$ cat config.mk
export PLATFORM = sky130hd
export DESIGN_NAME = rs232_tx_arb
export DESIGN_NICKNAME = d
export VERILOG_FILES = /design/src/rtl/rs232_tx_arb.sv
export SDC_FILE = /design/constraint.sdc
export NUM_CORES = 1
export LEC_CHECK = 0
export ABC_AREA = 1
export CORE_UTILIZATION = 45
export CTS_CLUSTER_DIAMETER = 100
export CTS_CLUSTER_SIZE = 20
export DETAILED_ROUTE_END_ITERATION = 16
export GPL_TIMING_DRIVEN = 0
export PLACE_DENSITY_LB_ADDON = 0.2
export SLEW_MARGIN = 25
export SYNTH_ARGS = -nofsm -noshare
export SYNTH_HDL_FRONTEND = slang
export SYNTH_SLANG_ARGS = --single-unit
$ cat constraint.sdc
create_clock -name clk -period 3.34 [get_ports clk]
set_input_delay 0.668 -clock clk [delete_from_list [all_inputs] [get_ports clk]]
set_output_delay 0.668 -clock clk [all_outputs]
set_load 0.01 [all_outputs]
$ cat src/rtl/rs232_tx_arb.sv
// rs232_tx_arb: message-level round-robin arbiter sharing one rs232_tx_ctrl
// among NREQ byte-stream requesters. A grant lasts until the owner's req_last
// byte is taken, or until the watchdog sees the owner go quiet for too long.
// Pure pass-through on the rdy/val/bits handshake; no buffering.
module rs232_tx_arb #(
   parameter  int NREQ    = 4,
   parameter  int TIMEOUT = 65535,
   localparam int OW      = (NREQ > 1) ? $clog2(NREQ) : 1,
   localparam int CW      = (TIMEOUT > 0) ? $clog2(TIMEOUT + 1) : 1
) (
   input  logic                 clk,
   input  logic                 rst,
   input  logic [NREQ-1:0]      i_req_val,
   input  logic [NREQ-1:0][7:0] i_req_bits,
   input  logic [NREQ-1:0]      i_req_last,
   output logic [NREQ-1:0]      o_req_rdy,
   input  logic                 i_tx_rdy,
   output logic                 o_tx_val,
   output logic [7:0]           o_tx_bits,
   output logic [OW-1:0]        o_owner,
   output logic                 o_busy,
   output logic                 o_timeout_evt
);

   typedef enum logic {S_IDLE, S_LOCKED} state_t;

   state_t        r_state, w_state_nxt;
   logic [OW-1:0] r_ptr, w_ptr_nxt;
   logic [OW-1:0] r_owner, w_owner_nxt;
   logic [OW-1:0] w_sel, w_own_inc;
   logic [CW-1:0] r_cnt, w_cnt_nxt;
   logic          r_evt, w_evt_nxt;
   logic          w_found, w_locked, w_own_val, w_xfer;

   assign w_locked  = (r_state == S_LOCKED);
   assign w_own_val = i_req_val[r_owner];
   assign w_xfer    = w_locked && w_own_val && i_tx_rdy;

   // Next round-robin start point: owner + 1, wrapping at NREQ.
   always_comb begin
      w_own_inc = r_owner + 1'b1;
      if (int'(r_owner) == NREQ - 1) w_own_inc = '0;
   end

   // Circular priority search starting at r_ptr; the lowest offset wins, so
   // iterate from the farthest offset down and let nearer hits overwrite.
   always_comb begin
      logic [OW-1:0] v_idx;
      w_found = 1'b0;
      w_sel   = '0;
      v_idx   = '0;
      for (int k = NREQ - 1; k >= 0; k--) begin
         v_idx = OW'((int'(r_ptr) + k) % NREQ);
         if (i_req_val[v_idx]) begin
            w_found = 1'b1;
            w_sel   = v_idx;
         end
      end
   end

   // Lock FSM next state plus pointer, owner, watchdog counter and event.
   always_comb begin
      w_state_nxt = r_state;
      w_ptr_nxt   = r_ptr;
      w_owner_nxt = r_owner;
      w_cnt_nxt   = r_cnt;
      w_evt_nxt   = 1'b0;
      case (r_state)
         S_IDLE: begin
            if (w_found) begin
               w_state_nxt = S_LOCKED;
               w_owner_nxt = w_sel;
               w_cnt_nxt   = '0;
            end
         end
         S_LOCKED: begin
            if (w_xfer) begin
               w_cnt_nxt = '0;
               if (i_req_last[r_owner]) begin
                  w_state_nxt = S_IDLE;
                  w_ptr_nxt   = w_own_inc;
               end
            end else if (!w_own_val) begin
               // Owner has nothing to send; backpressure alone never counts.
               if (TIMEOUT != 0 && (int'(r_cnt) + 1 >= TIMEOUT - 1)) begin
                  w_state_nxt = S_IDLE;
                  w_ptr_nxt   = w_own_inc;
                  w_evt_nxt   = 1'b1;
                  w_cnt_nxt   = '0;
               end else if (r_cnt != {CW{1'b1}}) begin
                  w_cnt_nxt = r_cnt + 1'b1;
               end
            end
         end
         default: w_state_nxt = S_IDLE;
      endcase
   end

   // State register with synchronous reset.
   always_ff @(posedge clk) begin
      if (rst) begin
         r_state <= S_IDLE;
         r_ptr   <= '0;
         r_owner <= '0;
         r_cnt   <= '0;
         r_evt   <= 1'b0;
      end else begin
         r_state <= w_state_nxt;
         r_ptr   <= w_ptr_nxt;
         r_owner <= w_owner_nxt;
         r_cnt   <= w_cnt_nxt;
         r_evt   <= w_evt_nxt;
      end
   end

   // Combinational steering of the owner's handshake onto the transmitter.
   always_comb begin
      o_tx_val  = w_locked && w_own_val;
      o_tx_bits = i_req_bits[r_owner];
      o_req_rdy = '0;
      for (int i = 0; i < NREQ; i++)
         o_req_rdy[i] = w_locked && (r_owner == OW'(i)) && i_tx_rdy;
   end

   assign o_owner       = r_owner;
   assign o_busy        = w_locked;
   assign o_timeout_evt = r_evt;

endmodule

==> results.toml <==
[outcome]
status = "complete, no violations"

[min_path]
hold_path_class = "flop to flop"

[detailed_routing]
wl_per_cell_um = 12.1
drc_errors = 0
vias = 2298
dr.pass1.iters = 4
drt-initial-drc-count = 127
viasPerCell = 5.20
wirelength_um = 5350
ant_nets = 0

[synthesis]
ys_warn_count = 0
yosys_register_bits = 22
synth_nets = 379
ys_types = 30
ys_seq_area_share_pct = 23.0
netlist_instances = 330
synth_area_mm2 = 0.00192
syn_area_per_cell_um2 = 5.81

[timing]
slew_viol_final = 0
layout_setup_ws_ns = 0.209
tns_ns = 0
final_hold_viol_count = 0
period_needed_ns = 3.13
period_share_pct = 93.7
fmax_mhz = 319
setup_viol = 0
slew_headroom_pct = 59.1
worst_clock_skew_ns = 0.00791
rsz0062_at_grt = "false"
worstMarginPinSlew_ns = 0.610

[setup_path]
cp-start-kind = "flop"
required_ns = 2.67
arrival_ns = 2.46
cp_top_family = "buffers and inverters"
critical_path_class = "flop to output port"
crit_fanout = 10
path_buf_inv = 3
critPathMaxStageDelay_ns = 0.56
crit_slowest_cell = "clkdlybuf4s50_1"
crit_chain = "clkbuf_1 > clkbuf_1 > o21ai_0 > o22ai_1 > clkdlybuf4s50_1"
crit_top_cell = "clkbuf_1"
endpoint_kind = "output port"

[grt]
antenna_found_initial = 0
grtUsageTotal_pct = 26.1
grt_max_degree = 14
grt_pass1_vias = 2130
grt_pass1_wl_um = 9160
grt-ovfl-total = 0

[die]
start_util_pct = 47.3
core_area_mm2 = 0.00406
placementRows = 23
die_h_um = 67.3
io_pins = 60
die-width_um = 67.3
dieArea_mm2 = 0.00453

[place]
preCtsSetupSlack_ns = 0.426
dp_hpwl_um = 4200
routabilityCongestion = 0.949
port_buffers = 58

[final_layout]
fin_nets = 442
multiInputGateArea_mm2 = 0.00126
antennaDiodeCount = 0
syn_to_final_growth_pct = 37.3
drive_gt1_share_pct = 6.12
fillCellCount = 409
seqCellArea_um2 = 440

[cts]
insertion_delay_ns = 0.27
cts.sinks = 22
numCtsBuffers = 3
clk_pin_slew_worst_paths_ns = 0.09
cts_tree = "yes"
cts_root_buffer = "clkbuf_8"
h-tree-depth = 1
hold_buffers = 0
clockBufferDepth = 2

[pwr]
power.density_mw_per_mm2 = 292
peakVddDrop_uv = 192
p_leak_nw = 1.00

[job]
cap_violations = 0
==> metal layers <==
| metal | routed length [um] | track usage, % | up-vias |
|---|---|---|---|
| met3 | 262 | 6.08 | 10 |
| met2 | 2580 | 44.0 | 57 |
| met5 | 0 | 0 | - |
| li1 | - | - | 1200 |
| met1 | 2440 | 33.0 | 1031 |
| met4 | 62 | 6.91 | 0 |
==> logic make-up after synthesis <==
group,synth area share [%]
buffers and inverters,11.4
AOI/OAI and AO/OA,18.3
xor gates and xnor gates,0.913
adders and majority gates,3.91
DFF,23.0
and+or+nand+nor,42.5
==> cell usage in the layout, fill, tap and decap left out, types with 4 or more instances in the layout <==
cell and count:
nand4_1 12, nand2_2 4, nand2_1 85, inv_1 38, o21ai_0 25, nor2_1 49
clkdlybuf4s50_1 58, nand3_1 22, ha_1 6, a21oi_1 23, dfxtp_1 22, o22ai_1 9
clkbuf_1 5
==> area by class of cell <==
type	count	share of cell area, %
inverters	40	5.80
clock buffers	3	1.57
multi-input cells	256	47.8
repair buffers	58	22.0
well taps	50	2.38
clock inverters	1	1.14
plain buffers	12	2.52
flip-flops and latches	22	16.7
==> synthesized netlist by cell type <==
cell | number | area, um^2
nand2_1 | 85 | 319
nor2_1 | 49 | 184
inv_1 | 38 | 143
o21ai_0 | 25 | 125
a21oi_1 | 23 | 115
dfxtp_1 | 22 | 440
nand3_1 | 22 | 110
nand4_1 | 12 | 75.1
o22ai_1 | 9 | 56.3
clkbuf_1 | 6 | 22.5
ha_1 | 6 | 75.1
nand2_2 | 4 | 25.0
nand2_4 | 3 | 33.8
nor2_2 | 3 | 18.8
o21bai_1 | 3 | 22.5
buf_1 | 2 | 7.51
buf_6 | 2 | 22.5
nor2_4 | 2 | 22.5
nor3_1 | 2 | 10.0
xor2_1 | 2 | 17.5
buf_2 | 1 | 5.00
buf_4 | 1 | 7.51
clkinv_1 | 1 | 3.75
inv_4 | 1 | 6.26
nand3_2 | 1 | 10.0
nand3b_1 | 1 | 7.51
o211ai_1 | 1 | 7.51
o21ai_1 | 1 | 5.00
o31ai_1 | 1 | 7.51
o31ai_2 | 1 | 12.5
==> report_power, final <==
part / switching (mW) / internal [mW] / total, mW
clock network: 0.0922 / 0.160 / 0.252
logic: 0.119 / 0.119 / 0.238
registers: 0.00890 / 0.268 / 0.277
==> worst paths after layout <==
path	depth (start not counted)	slack [ns]	end	start
worst max-delay path	5	0.21	o_tx_bits[6]	o_owner[0]
worst min-delay path	2	0.51	r_cnt[14]	r_cnt[14]
worst max register to register	15	1.23	r_cnt[13]	r_cnt[1]
worst min register to register	2	0.51	r_cnt[14]	r_cnt[14]
==> tightest hold or removal path: stages (launching register included) <==
cell and delay, ns:
dfxtp_1 0.34, nand2_1 0.07, a21oi_1 0.05
==> metrics by stage <==
stage | hold slack (ns) | power, mW | std cells | area, um^2 | utilization, %
3_5_place_dp | 0.490 | 0.521 | 438 | 2560 | 63.1
3_3_place_gp | 0.481 | 0.518 | 438 | 2560 | 63.1
6_report | 0.507 | 0.768 | 442 | 2630 | 64.9
5_1_grt | 0.545 | 0.815 | 442 | 2630 | 64.9
2_1_floorplan | 0.466 | 0.400 | 330 | 1920 | -
4_1_cts | 0.506 | 0.776 | 442 | 2630 | 64.9
==> state kept, by name (all words and copies together) (netlist names) <==
signal / cells
r_cnt: 16
r_ptr: 2
o_timeout_evt: 1
o_owner: 2
o_busy: 1
==> what timing repair did <==
item | in CTS | in global routing
resized for setup | 0 | 2
setup endpoints to repair | 0 | 2
buffers inserted | 0 | 0
(Power assumes the default switching activity.)
